## src/rtl/fsm_mascota_pkg.sv

```systemverilog
// Shared types and constants for the virtual-pet core: mood codes, need indices,
// level limits and small pure helpers used by the mood/selection logic.
package fsm_mascota_pkg;

  typedef enum logic [2:0] {
    MOOD_IDLE   = 3'd0,
    MOOD_HUNGRY = 3'd1,
    MOOD_TIRED  = 3'd2,
    MOOD_SAD    = 3'd3,
    MOOD_SICK   = 3'd4,
    MOOD_DEAD   = 3'd5
  } mood_t;

  localparam int NEED_COUNT = 4;

  localparam logic [1:0] HUNGER = 2'd0;
  localparam logic [1:0] ENERGY = 2'd1;
  localparam logic [1:0] FUN    = 2'd2;
  localparam logic [1:0] HEALTH = 2'd3;

  localparam logic [2:0] LEVEL_MAX   = 3'd7;
  localparam logic [2:0] LEVEL_RESET = 3'd7;
  localparam logic [2:0] LEVEL_ALERT = 3'd1;

  typedef logic [2:0] level_t;
  typedef level_t [NEED_COUNT-1:0] levels_t;

  // Forced-mood cycle used by the bring-up mode; DEAD never appears in it.
  function automatic mood_t next_forced_mood(input mood_t m);
    case (m)
      MOOD_IDLE:   return MOOD_HUNGRY;
      MOOD_HUNGRY: return MOOD_TIRED;
      MOOD_TIRED:  return MOOD_SAD;
      MOOD_SAD:    return MOOD_SICK;
      default:     return MOOD_IDLE;
    endcase
  endfunction

  function automatic logic [1:0] sel_for_mood(input mood_t m);
    case (m)
      MOOD_TIRED: return ENERGY;
      MOOD_SAD:   return FUN;
      MOOD_SICK:  return HEALTH;
      default:    return HUNGER;
    endcase
  endfunction

  function automatic level_t clamp_level(input int v);
    if (v < 0) return 3'd0;
    if (v > int'(LEVEL_MAX)) return LEVEL_MAX;
    return level_t'(v);
  endfunction

  // Health outranks hunger, which outranks energy, which outranks fun.
  function automatic mood_t mood_from_levels(input levels_t l);
    if (l[HEALTH] <= LEVEL_ALERT) return MOOD_SICK;
    if (l[HUNGER] <= LEVEL_ALERT) return MOOD_HUNGRY;
    if (l[ENERGY] <= LEVEL_ALERT) return MOOD_TIRED;
    if (l[FUN] <= LEVEL_ALERT) return MOOD_SAD;
    return MOOD_IDLE;
  endfunction

endpackage

```

## src/rtl/mascota_tick_gen.sv

```systemverilog
// Decay tick generator: period BASE_TICK << (2*time_control), frozen by 'freeze',
// restarted from zero whenever time_control changes.
module mascota_tick_gen #(
  parameter int BASE_TICK = 16
) (
  input  logic       clk,
  input  logic       reset,
  input  logic [1:0] time_control,
  input  logic       freeze,
  output logic       tick
);

  localparam int MAX_PERIOD = BASE_TICK << 6;
  localparam int CNT_W      = $clog2(MAX_PERIOD);

  localparam logic [CNT_W-1:0] LAST_0 = CNT_W'(BASE_TICK - 1);
  localparam logic [CNT_W-1:0] LAST_1 = CNT_W'((BASE_TICK << 2) - 1);
  localparam logic [CNT_W-1:0] LAST_2 = CNT_W'((BASE_TICK << 4) - 1);
  localparam logic [CNT_W-1:0] LAST_3 = CNT_W'((BASE_TICK << 6) - 1);

  logic [CNT_W-1:0] cnt_q;
  logic [CNT_W-1:0] last_count;
  logic [1:0]       tc_q;
  logic             tc_changed;

  always_comb begin
    case (time_control)
      2'd0:    last_count = LAST_0;
      2'd1:    last_count = LAST_1;
      2'd2:    last_count = LAST_2;
      default: last_count = LAST_3;
    endcase
  end

  assign tc_changed = (time_control != tc_q);
  assign tick       = !freeze && !tc_changed && (cnt_q == last_count);

  // A period change restarts the count even while frozen, so the new
  // period always starts from a clean zero.
  always_ff @(posedge clk) begin
    if (reset) begin
      cnt_q <= '0;
      tc_q  <= time_control;
    end else begin
      tc_q <= time_control;
      if (tc_changed) begin
        cnt_q <= '0;
      end else if (!freeze) begin
        if (cnt_q == last_count) cnt_q <= '0;
        else cnt_q <= cnt_q + 1'b1;
      end
    end
  end

endmodule

```

## src/rtl/fsm_mascota.sv

```systemverilog
// Virtual-pet core: need levels, decay, care actions, mood and display/alert outputs.
// Optional feature macro FSM_MASCOTA_DEATH_EN adds an absorbing DEAD mood at health 0.
module fsm_mascota
  import fsm_mascota_pkg::*;
#(
  parameter int BASE_TICK = 16,
  parameter int CARE_STEP = 2
) (
  input  logic       clk,
  input  logic       reset,
  input  logic       A,
  input  logic       B,
  input  logic       C,
  input  logic       test,
  input  logic [1:0] color,
  input  logic [1:0] time_control,
  output logic [7:0] output1,
  output logic [3:0] output2
);

  levels_t    levels_q, levels_d;
  logic [1:0] sel_q, sel_d;
  logic       sleep_q, sleep_d;
  mood_t      mood_q, mood_d, test_mood_q, test_mood_d;
  logic       phase_q, phase_d;
  logic [1:0] color_q;
  logic       a_q, b_q, c_q;
  logic       a_rise, b_rise, c_rise;
  logic       dead, tick;
  logic [1:0] care_idx;
  level_t     selected_level;
  logic [3:0] alerts_d;
  int         delta [NEED_COUNT];

  assign a_rise = A && !a_q;
  assign b_rise = B && !b_q;
  assign c_rise = C && !c_q;

`ifdef FSM_MASCOTA_DEATH_EN
  assign dead = (mood_q == MOOD_DEAD);
`else
  assign dead = 1'b0;
`endif

  mascota_tick_gen #(.BASE_TICK(BASE_TICK)) u_tick_gen (
    .clk          (clk),
    .reset        (reset),
    .time_control (time_control),
    .freeze       (test || dead),
    .tick         (tick)
  );

  // Next-state: DEAD holds everything, test mode forces mood/levels by hand,
  // normal mode folds tick decay and care into one saturating update.
  always_comb begin
    levels_d    = levels_q;
    sel_d       = sel_q;
    sleep_d     = sleep_q;
    mood_d      = mood_q;
    test_mood_d = test_mood_q;
    phase_d     = phase_q;
    care_idx    = sel_q;
    for (int i = 0; i < NEED_COUNT; i++) delta[i] = 0;

    if (dead) begin
      mood_d = mood_q;
    end else if (test) begin
      care_idx = sel_for_mood(test_mood_q);
      if (b_rise) levels_d[care_idx] = levels_q[care_idx] + 3'd1;
      if (a_rise) test_mood_d = next_forced_mood(test_mood_q);
      sel_d  = sel_for_mood(test_mood_d);
      mood_d = test_mood_d;
    end else begin
      test_mood_d = MOOD_IDLE;
      if (tick) begin
        phase_d = !phase_q;
        if (sleep_q) begin
          delta[ENERGY] = delta[ENERGY] + 1;
          if (phase_q) delta[HUNGER] = delta[HUNGER] - 1;
        end else begin
          delta[HUNGER] = delta[HUNGER] - 1;
          delta[FUN]    = delta[FUN] - 1;
          if (phase_q) delta[ENERGY] = delta[ENERGY] - 1;
        end
        if (levels_q[HUNGER] == 3'd0 || levels_q[ENERGY] == 3'd0 || levels_q[FUN] == 3'd0)
          delta[HEALTH] = delta[HEALTH] - 1;
      end
      if (b_rise && !sleep_q) delta[care_idx] = delta[care_idx] + CARE_STEP;
      for (int i = 0; i < NEED_COUNT; i++)
        levels_d[i] = clamp_level(int'(levels_q[i]) + delta[i]);
      if (a_rise) sel_d = sel_q + 2'd1;
      if (c_rise) sleep_d = !sleep_q;
      mood_d = mood_from_levels(levels_d);
`ifdef FSM_MASCOTA_DEATH_EN
      if (levels_d[HEALTH] == 3'd0) mood_d = MOOD_DEAD;
`endif
    end
  end

  always_comb begin
    selected_level = (mood_d == MOOD_DEAD) ? 3'd0 : levels_d[sel_d];
    for (int i = 0; i < NEED_COUNT; i++) alerts_d[i] = (levels_d[i] <= LEVEL_ALERT);
  end

  // Outputs are registered from the same next-state values as the state, so
  // every effect shows right after the edge that caused it.
  always_ff @(posedge clk) begin
    if (reset) begin
      levels_q    <= {NEED_COUNT{LEVEL_RESET}};
      sel_q       <= HUNGER;
      sleep_q     <= 1'b0;
      mood_q      <= MOOD_IDLE;
      test_mood_q <= MOOD_IDLE;
      phase_q     <= 1'b0;
      color_q     <= 2'b00;
      a_q         <= 1'b0;
      b_q         <= 1'b0;
      c_q         <= 1'b0;
      output1     <= {MOOD_IDLE, LEVEL_RESET, 2'b00};
      output2     <= 4'h0;
    end else begin
      levels_q    <= levels_d;
      sel_q       <= sel_d;
      sleep_q     <= sleep_d;
      mood_q      <= mood_d;
      test_mood_q <= test_mood_d;
      phase_q     <= phase_d;
      color_q     <= color;
      a_q         <= A;
      b_q         <= B;
      c_q         <= C;
      output1     <= {mood_d, selected_level, color};
      output2     <= alerts_d;
    end
  end

endmodule

```

## config.mk

```make
export PLATFORM = sky130hd
export DESIGN_NAME = fsm_mascota
export DESIGN_NICKNAME = d
export VERILOG_FILES = /design/src/rtl/fsm_mascota_pkg.sv /design/src/rtl/mascota_tick_gen.sv /design/src/rtl/fsm_mascota.sv
export SDC_FILE = /design/constraint.sdc
export NUM_CORES = 1
export LEC_CHECK = 0
export CAP_MARGIN = 15
export CORE_UTILIZATION = 55
export DETAILED_ROUTE_END_ITERATION = 8
export HOLD_SLACK_MARGIN = 0.15
export PLACE_DENSITY = 0.74
export RECOVER_POWER = 50
export SYNTH_ARGS = -nofsm -noshare
export SYNTH_HDL_FRONTEND = slang
export SYNTH_SLANG_ARGS = --single-unit
```

## constraint.sdc

```tcl
create_clock -name clk -period 8.8 [get_ports clk]
set_input_delay 1.76 -clock clk [delete_from_list [all_inputs] [get_ports clk]]
set_output_delay 1.76 -clock clk [all_outputs]
set_load 0.02 [all_outputs]
```

### Yosys cells after proc, flatten, opt, wreduce, memory -nomap -nowiden

Cells that the tools add are included.
Widths: inputs -> output; s select.

| storage, ports and cells | value |
|---|---|
| input port bits | 10 |
| register bits | 46 |
| word-level logic and storage cells | 181 |

| operators by class | value |
|---|---|
| bitwise gates (word level) | 2 |
| order comparisons | 21 |
| eq/ne operators | 12 |
| add/subtract/negate cells | 8 |
| reductions and logical operators | 26 |
| multiplexer cells | 97 |

Operators by type and width:

| kind | count |
|---|---|
| $mux 128 | 4 |
| $mux 32 | 6 |
| $add 4x32->32 | 4 |
| $bwmux 128 | 1 |
| $gt 32x4->1 const B | 4 |
| $lt 32x1->1 const B | 4 |
| $mux 3 | 35 |
| $bmux 32 s2 | 1 |
| $demux 32 s2 | 1 |
| $mux 64 | 1 |
| $mux 1 | 34 |
| $add 32x3->32 const B | 1 |
| $pmux 10 s3 | 1 |
| $le 3x1->1 const B | 8 |
| $mux 12 | 2 |
| $bmux 3 s2 | 2 |
| $bwmux 12 | 1 |
| $eq 3x2->1 const B | 4 |
| $logic_not 3->1 | 4 |
| $pmux 2 s3 | 2 |
| $pmux 3 s4 | 1 |
| $add 10x1->10 const B | 1 |
| $eq 10x10->1 | 1 |
| $mux 10 | 1 |
| 21 further kinds | 42 |

### Longest topological paths before layout

Gate-level depths: netlist (run 1).

| depth | value |
|---|---|
| word-level depth | 41 |
| gate-level depth with buffers | 20 |
| mapped depth without buffers | 20 |

### Modules after synthesis

From an unflattened synthesis (run 1), not the netlist that was laid out.

| unflattened totals | value |
|---|---|
| cell total of the unflattened synthesis | 462 |
| area, all modules | 3988.8 um^2 |

Modules (own cells, without submodules):

| module | sequential area each (um^2) | area an instance (um^2) | times used | cells each |
|---|---|---|---|---|
| fsm_mascota | 680.7 | 3384.5 | 1 | 401 |
| mascota_tick_gen | 240.2 | 604.3 | 1 | 61 |

### Least setup slack after synthesis (run 1)

No wires, ideal clock.

| timing path | value |
|---|---|
| kind | input to register |
| from | input time_control[1] |
| to | register output1[3] |
| stages | 19 |
| path slack | 2.008 ns |
| library setup time | 0.120 ns |
| data required time | 8.680 ns |
| arrival time | 6.672 ns |
| buffers on the path | 1 |
| cells stage by stage | buf_2 > nor4b_1 > o21a_1 > o21ai_1 > nor4_1 > a31o_2 > ha_1 > inv_1 > fa_1 > inv_1 > a21oi_1 > ha_1 > or4_1 > nor4_1 > nand2_1 > o21ai_0 > o2111ai_1 > o21ba_2 > a211o_1 |

| on the way | value |
|---|---|
| word-level cells in the longest chain between the ends | 34 |
| elaborated cells between the ends (all ways) | 97 |
| classes of those cells | add/sub: 5; order compare: 12; eq/ne: 5; mux: 71; reduce/logical: 4 |

Ends and longest elaborated chain:

| item | line | source |
|---|---|---|
| from (decl) | fsm_mascota.sv:16 | `input logic [1:0] time_control,` |
| $eq 2x2->1, or another cell as far along | mascota_tick_gen.sv:27 | `case (time_control)` |
| $pmux 10 s3 or $logic_not 1->1 (tied branches) | mascota_tick_gen.sv:27, mascota_tick_gen.sv:36 |  |
| $eq 10x10->1 or $logic_and 1x1->1 (tied branches) | mascota_tick_gen.sv:36 | `assign tick = !freeze && !tc_changed && (cnt_q == last_count);` |
| $logic_and 1x1->1 * | mascota_tick_gen.sv:36 |  |
| $mux 128 * | fsm_mascota.sv:75 | `if (tick) begin` |
| $mux 128 * | fsm_mascota.sv:67 | `end else if (test) begin` |
| $bmux 32 s2 | fsm_mascota.sv:88 | `if (b_rise && !sleep_q) delta[care_idx] = delta[care_idx] + CARE_STEP;` |
| $mux 32 (not written as such) (2 in series) | fsm_mascota.sv:88 |  |
| [17 not listed] | n/a |  |
| $mux 1 | fsm_mascota.sv:67 |  |
| $mux 3 | fsm_mascota_pkg.sv:60 | `return MOOD_IDLE;` |
| $mux 3 | fsm_mascota_pkg.sv:59 | `if (l[FUN] <= LEVEL_ALERT) return MOOD_SAD;` |
| $mux 3 | fsm_mascota_pkg.sv:58 | `if (l[ENERGY] <= LEVEL_ALERT) return MOOD_TIRED;` |
| $mux 3 | fsm_mascota_pkg.sv:57 | `if (l[HUNGER] <= LEVEL_ALERT) return MOOD_HUNGRY;` |
| $mux 3 | fsm_mascota.sv:67 |  |
| $eq 3x3->1 | fsm_mascota.sv:101 | `selected_level = (mood_d == MOOD_DEAD) ? 3'd0 : levels_d[sel_d];` |
| $mux 3 * | fsm_mascota.sv:101 |  |
| to (signal assigned) | fsm_mascota.sv:119 | `output1 <= {MOOD_IDLE, LEVEL_RESET, 2'b00};` |
| to (signal assigned) | fsm_mascota.sv:132 | `output1 <= {mood_d, selected_level, color};` |
| to (decl) | fsm_mascota.sv:17 | `output logic [7:0] output1,` |

Mark *: on every way between the ends. The rest lies on a longest branch, timed or not. The select of a mux whose other input is x is not followed.
A chain may end at the register's enable or synchronous reset.

### Final worst setup path (run 1)

| timing path | value |
|---|---|
| from | input time_control[0] |
| to | register output1[3] |

Same word-level chain as after synthesis.

==> results.sh, run 1 <==
export IMPL_cts_buffers=5
export IMPL_drt_wl_total_um=10400
export IMPL_grt_pass1_vias=3525
export IMPL_vias=3933
export IMPL_cp_max_fo=16
export IMPL_worstReg2RegStart="u_tick_gen.cnt_q[7]$_SDFFE_PP0N_"
export IMPL_slew_viol_final=0
export IMPL_synth_avg_cell_area_um2=7.96
export IMPL_crit_chain="dlygate4sd3_1 -> xor2_1 -> nor4b_1 -> o221a_1 -> nand2_1 -> o31ai_1 -> ha_1 -> inv_1 -> fa_1 -> nor2b_1 -> nor2_1 -> ha_1 -> or4b_2 -> nor4_2 -> nand4_1 -> mux2i_1 -> nor2_1 -> a22o_2 -> a211o_1"
export IMPL_die_w_um=89.3
export IMPL_slew_headroom=0.292
export IMPL_area_growth_pct=10.2
export IMPL_max_stage_delay_ns=0.65
export IMPL_antenna_found_initial=0
export IMPL_placed_cell_area_mm2=0.00451
export IMPL_clk_pin_slew_ns=0.09
export IMPL_synth_edf_count=0
export IMPL_crit_type="input port to flop"
export IMPL_startpoint="time_control[0]"
export IMPL_max_cap_violations=0
export IMPL_cts_sinks=46
export IMPL_finalSetupViolCount=0
export IMPL_coreArea_mm2=0.00733
export IMPL_post_drt_wl_per_cell_um=16.2
export IMPL_worst_ir_drop_vdd_uv=70.8
export IMPL_tightestPinTransition_ns=1.05
export IMPL_synth_seq_cells=46
export IMPL_dr_pass1_iters=5
export IMPL_htreeDepth=2
export IMPL_drt_iter0_drc=334
export IMPL_overflow=0
export IMPL_fin_skew_ns=0.00866
export IMPL_mostFrequentLayoutCells="64 x nor2_1, 55 x ha_1, 46 x dfxtp_1, 34 x nand2_1, 33 x inv_1"
export IMPL_cp_start_kind="input port"
export IMPL_critical_path_required_ns=9.00
export IMPL_ctsResizeCount=0
export IMPL_fin_crit_sh=0.809
export IMPL_hold_viol_final=0
export IMPL_routed_via_density=6.13
export IMPL_netlist_area_mm2=0.00419
export IMPL_ys_seq_area_frac=0.220
export IMPL_p_leak_nw=2.02
export IMPL_cts_setup_buffers=0
export IMPL_final_area_mm2=0.00462
export IMPL_run_status="finished, final reports clean"
export IMPL_tritoncts="built"
export IMPL_ys_flop_type="dfxtp_1"
export IMPL_dp_hpwl_um=7970
export IMPL_cts_root_buffer="clkbuf_8"
export IMPL_syn_nets=596
export IMPL_final_common_cell="nor2_1"
export IMPL_insertion_delay_ns=0.32
export IMPL_synth_yosys_warnings=0
export IMPL_reg2reg_slack_ns=3.46
export IMPL_total_power_mw=0.508
export IMPL_place_gp_congestion=0.928
export IMPL_syn_instance_count=527
export IMPL_finish_net_count=611
export IMPL_rr_endpoint="output1[3]$_SDFF_PP1_"
export IMPL_antenna_left=0
export IMPL_fmax_ghz=0.141
export IMPL_drive_gt1_frac=0.0737
export IMPL_finalSetupTns_ns=0
export IMPL_track_usage=0.279
export IMPL_worst_slack_ns=1.68
export IMPL_synth_async_reset_ratio=0
export IMPL_grt_max_degree=34
export IMPL_place_ws_ns=1.69
export IMPL_ios=22
export IMPL_hp_class="flop to flop"
export IMPL_rows=31
export IMPL_grt_setup_unrepaired="false"
export IMPL_cp_slowest_cell="o221a_1"
export IMPL_rr_worst_depth=18
export IMPL_hp_start="u_tick_gen.cnt_q[3]$_SDFFE_PP0N_"
export IMPL_arrival_ns=7.32
export IMPL_end_kind="flop"
export IMPL_cp_endpoint="output1[3]$_SDFF_PP1_"
export IMPL_drc=0
export IMPL_antenna_cells=0
export IMPL_start_util=0.572
export IMPL_period_minus_slack_ns=7.12
export IMPL_yosysUniqueCellTypes=74
export IMPL_io_buffers=21
export IMPL_die_area_mm2=0.00798
export IMPL_grt_pass1_wl_um=17200
export IMPL_die_y_um=89.3
export IMPL_cts_hold_buf=0
export IMPL_p_per_area_mw_per_mm2=110
export IMPL_clock_path_buffers=2
## worst min-delay path by stage
stage / end / slack [ns] / cells past startpoint
2_1_floorplan: u_tick_gen.cnt_q[1]$_SDFFE_PP0N_ / 0.49 / 2
3_3_place_gp: u_tick_gen.cnt_q[1]$_SDFFE_PP0N_ / 0.51 / 2
3_5_place_dp: u_tick_gen.cnt_q[2]$_SDFFE_PP0N_ / 0.54 / 2
4_1_cts: u_tick_gen.cnt_q[0]$_SDFFE_PP0N_ / 0.57 / 2
5_1_grt: u_tick_gen.cnt_q[3]$_SDFFE_PP0N_ / 0.61 / 3
6_report: u_tick_gen.cnt_q[3]$_SDFFE_PP0N_ / 0.57 / 3
## Yosys cell counts, types with 7 or more instances
cell type / count / area share
mux2i_1: 8 / 0.019
nor3_1: 16 / 0.019
nand2_1: 34 / 0.030
a21o_1: 8 / 0.014
xnor2_1: 8 / 0.017
clkbuf_1: 16 / 0.014
xor2_1: 12 / 0.025
o21ai_0: 21 / 0.025
dfxtp_1: 46 / 0.22
nand3_1: 12 / 0.014
nand4_1: 7 / 0.010
nand2b_1: 9 / 0.013
inv_1: 33 / 0.030
nor2_1: 64 / 0.057
a31o_2: 7 / 0.015
and3_1: 7 / 0.010
a21oi_1: 28 / 0.033
a31oi_1: 7 / 0.010
nor2b_1: 14 / 0.021
ha_1: 55 / 0.16
## critical path, delay by kind of cell
kind	cells	cell delay, ns
AND/OR/NAND/NOR	8	2.14
AO/OA/AOI/OAI	4	1.40
XOR/XNOR	1	0.22
adder cells (fa/ha/maj)	3	0.85
multiplexers	1	0.24
buffers and inverters	2	0.70
## per-stage QoR
step | util | std cells | hold WS, ns
final | 0.630 | 642 | 0.567
after global routing | 0.630 | 642 | 0.607
after CTS | 0.631 | 642 | 0.572
after detailed placement | 0.615 | 634 | 0.544
after global placement | 0.615 | 634 | 0.509
after floorplan | - | 527 | 0.491
## registers in the layout, indices dropped and copies added (netlist names), 2 cells and up
name	cells
levels_q	12
u_tick_gen.tc_q	2
output2	4
sel_q	2
output1	8
u_tick_gen.cnt_q	10
test_mood_q	3
## report_power, final
| group | switching (mW) | internal, mW |
|---|---|---|
| sequential | 0.0131 | 0.218 |
| clock | 0.0816 | 0.0846 |
| combinational | 0.0655 | 0.0453 |
## per-layer routing
metal / vias to the layer above / global-route usage / part of all wire
met3: 26 / 0.0452 / 0.066
li1: 1947 / - / -
met1: 1820 / 0.381 / 0.46
met5: - / 0 / 0
met4: 0 / 0.118 / 0.030
met2: 140 / 0.437 / 0.45
## final cells by class
type,instances,area (um2)
multi-input cells,428,3080
fillers,661,2710
flip-flops and latches,46,921
repair buffers,27,251
inverters,34,128
well taps,99,124
clock buffers,5,68.8
clock inverters,3,45.0
## cell families (layout without fill, tap and decap cells)
logic type | after synthesis | in the layout | synth area share
XOR/XNOR | 20 | 20 | 0.0418
buffers and inverters | 53 | 69 | 0.0480
AO/OA/AOI/OAI | 130 | 130 | 0.216
adder cells (fa/ha/maj) | 59 | 59 | 0.183
AND/OR/NAND/NOR | 208 | 208 | 0.265
flip-flops | 46 | 46 | 0.220
multiplexers | 11 | 11 | 0.0271
No activity file was read; power rests on OpenSTA's default activity.
==> run 2, diff against run 1 <==
==> constraint.sdc (replaced) <==
create_clock -name clk -period 6.8 [get_ports clk]
set_input_delay 1.36 -clock clk [delete_from_list [all_inputs] [get_ports clk]]
set_output_delay 1.36 -clock clk [all_outputs]
set_load 0.02 [all_outputs]
==> run 2 against run 1 <==
Against the previous run:
- the flow now finishes with violations (max-capacitance violations, max-slew violations)
- sequential power is 30% higher
- worst setup slack got worse by 1.3 ns
- non-clock buffer count increased by 1
- final area barely moved
- first-iteration DRC count fell by 15%
- combinational power grew 32%
- count of clock-buffer cells in the layout rose by 1
- die area unchanged
- worst hold slack got worse by 0.030 ns
- clock power is 28% higher
- routed wire length increased by 0.92%
- critical path type unchanged
- largest power group unchanged
- highest routed layer unchanged
==> results.sh, run 2 (synthesis gave the netlist of run 1 again) <==
export IMPL_top_register="levels_q"
export IMPL_reg2reg_slack_ns=1.57
export IMPL_run_status="finished with violations"
export IMPL_overflow=0
export IMPL_mostFrequentLayoutCells="64 x nor2_1, 55 x ha_1, 46 x dfxtp_1, 34 x nand2_1, 33 x inv_1"
export IMPL_die_y_um=89.3
export IMPL_p_leak_nw=2.03
export IMPL_grt_setup_unrepaired="false"
export IMPL_power_share_switching=0.301
export IMPL_die_w_um=89.3
export IMPL_largest_reg_flops=12
export IMPL_coreArea_mm2=0.00733
export IMPL_hold_viol_final=0
export IMPL_cts_buffers=5
export IMPL_rr_endpoint="output1[3]$_SDFF_PP1_"
export IMPL_cp_max_fo=11
export IMPL_power_switching_mw=0.198
export IMPL_finish_net_count=612
export IMPL_slew_headroom=-0.0130
export IMPL_cp_slowest_cell="clkdlybuf4s50_1"
export IMPL_clk_pin_slew_ns=0.09
export IMPL_max_stage_delay_ns=0.58
export IMPL_slew_viol_final=33
export IMPL_worstReg2RegStart="u_tick_gen.cnt_q[0]$_SDFFE_PP0N_"
export IMPL_p_per_area_mw_per_mm2=142
export IMPL_cp_start_kind="input port"
export IMPL_fin_skew_ns=0.00760
export IMPL_pwr_share_seq=0.456
export IMPL_violations="max-capacitance violations, max-slew violations"
export IMPL_top_regs="levels_q (12), u_tick_gen.cnt_q (10), output1 (8)"
export IMPL_total_power_mw=0.657
export IMPL_final_common_cell="nor2_1"
export IMPL_period_minus_slack_ns=6.44
export IMPL_rr_worst_depth=18
export IMPL_antenna_found_initial=0
export IMPL_start_util=0.572
export IMPL_clock_path_buffers=2
export IMPL_min_to="u_tick_gen.cnt_q[1]$_SDFFE_PP0N_"
export IMPL_rows=31
export IMPL_p_int_mw=0.459
export IMPL_critical_path_required_ns=7.00
export IMPL_hold_path_depth=2
export IMPL_dp_hpwl_um=7960
export IMPL_finalSetupViolCount=0
export IMPL_track_usage=0.276
export IMPL_hp_start="u_tick_gen.cnt_q[1]$_SDFFE_PP0N_"
export IMPL_grt_max_degree=33
export IMPL_fmax_ghz=0.155
export IMPL_path_delay_family="simple AND/OR/NAND/NOR gates"
export IMPL_drc=0
export IMPL_worst_ir_drop_vdd_uv=83.0
export IMPL_htreeDepth=2
export IMPL_vias=3987
export IMPL_tightestPinTransition_ns=1.52
export IMPL_power_frac_comb=0.222
export IMPL_drt_wl_total_um=10500
export IMPL_antenna_cells=0
export IMPL_cts_setup_buffers=0
export IMPL_arrival_ns=6.64
export IMPL_fin_crit_sh=0.947
export IMPL_insertion_delay_ns=0.30
export IMPL_antenna_left=0
export IMPL_grt_pass1_wl_um=17300
export IMPL_drive_gt1_frac=0.0737
export IMPL_cts_hold_buf=0
export IMPL_ios=22
export IMPL_finalSetupTns_ns=0
export IMPL_clock_power_share=0.322
export IMPL_cts_sinks=46
export IMPL_die_area_mm2=0.00798
export IMPL_max_cap_violations=1
export IMPL_path_buf_inv=3
export IMPL_hp_class="flop to flop"
export IMPL_crit_type="input port to flop"
export IMPL_post_drt_wl_per_cell_um=16.4
export IMPL_end_kind="flop"
export IMPL_io_buffers=21
export IMPL_startpoint="time_control[1]"
export IMPL_drt_iter0_drc=285
export IMPL_crit_chain="clkdlybuf4s50_1 -> nor4b_1 -> o21a_1 -> o21ai_1 -> nor4_2 -> a31o_2 -> ha_1 -> inv_1 -> fa_1 -> inv_1 -> a21oi_1 -> ha_1 -> or4_1 -> nor4_1 -> nand2_1 -> o21ai_0 -> o2111ai_1 -> o21ba_2 -> a211o_1"
export IMPL_tritoncts="built"
export IMPL_dr_pass1_iters=5
export IMPL_cts_root_buffer="clkbuf_8"
export IMPL_area_growth_pct=10.3
export IMPL_routed_via_density=6.21
export IMPL_ctsResizeCount=0
export IMPL_place_gp_congestion=0.951
export IMPL_grt_pass1_vias=3661
## run 2: changes by cell type in the layout (fill, tap and decap cells not counted)
cell,before,now
clkbuf_1,1,2
o21ai_1,1,2
o221a_1,1,0
clkinvlp_4,2,0
o21ai_0,22,21
clkdlybuf4s50_1,5,7
o221a_2,0,1
dlygate4sd3_1,16,14
clkbuf_8,5,6
## run 2: worst max path at each step
stage	endpoint	depth (start not counted)	slack (ns)
finish	output1[3]$_SDFF_PP1_	19	0.36
global route	output1[3]$_SDFF_PP1_	19	0.03
CTS	output1[3]$_SDFF_PP1_	19	0.47
detailed placement	output1[3]$_SDFF_PP1_	19	0.16
global placement	output1[3]$_SDFF_PP1_	19	0.34
floorplan	output1[3]$_SDFF_PP1_	19	0.41
## run 2: routing by layer
layer	routed length [um]	track usage	vias to the layer above
li1	-	-	1950
met1	4820	0.379	1868
met2	4750	0.444	147
met3	726	0.0406	22
met4	234	0.0938	0
met5	0	0	-
## run 2: cell type report
class                      count  area, um2
clock buffer                   6       82.6
clock inverter                 1       30.0
fill                         667       2710
inverter                      34        128
multi-input combinational    428       3080
sequential                    46        921
tap                           99        124
timing repair buffer          28        255
## run 2: power groups by stage
stage                     Combinational, mW  Clock [mW]  Sequential, mW
after detailed placement              0.144           0           0.305
after floorplan                      0.0980           0           0.304
final                                 0.146       0.212           0.300
after global placement                0.142           0           0.305
after global routing                  0.159       0.225           0.301
after CTS                             0.145       0.215           0.299
## run 2: per-stage QoR
step | cells | setup slack, ns | hold WS [ns] | util | instance area [um2]
6_report | 642 | 0.357 | 0.537 | 0.631 | 4620
5_1_grt | 642 | 0.0304 | 0.599 | 0.631 | 4620
4_1_cts | 642 | 0.467 | 0.541 | 0.632 | 4630
3_5_place_dp | 635 | 0.163 | 0.521 | 0.616 | 4520
3_3_place_gp | 635 | 0.343 | 0.507 | 0.616 | 4520
2_1_floorplan | 527 | 0.408 | 0.491 | - | 4190
## run 2: worst register-to-register path, stage by stage (launching register included)
cell and delay [ns]:
dfxtp_1 0.40, ha_1 0.17, and4b_1 0.38, o21ai_1 0.31, nor4_2 0.47, a31o_2 0.17
ha_1 0.17, inv_1 0.06, fa_1 0.45, inv_1 0.13, a21oi_1 0.09, ha_1 0.19
or4_1 0.53, nor4_1 0.42, nand2_1 0.18, o21ai_0 0.24, o2111ai_1 0.21, o21ba_2 0.27
a211o_1 0.29
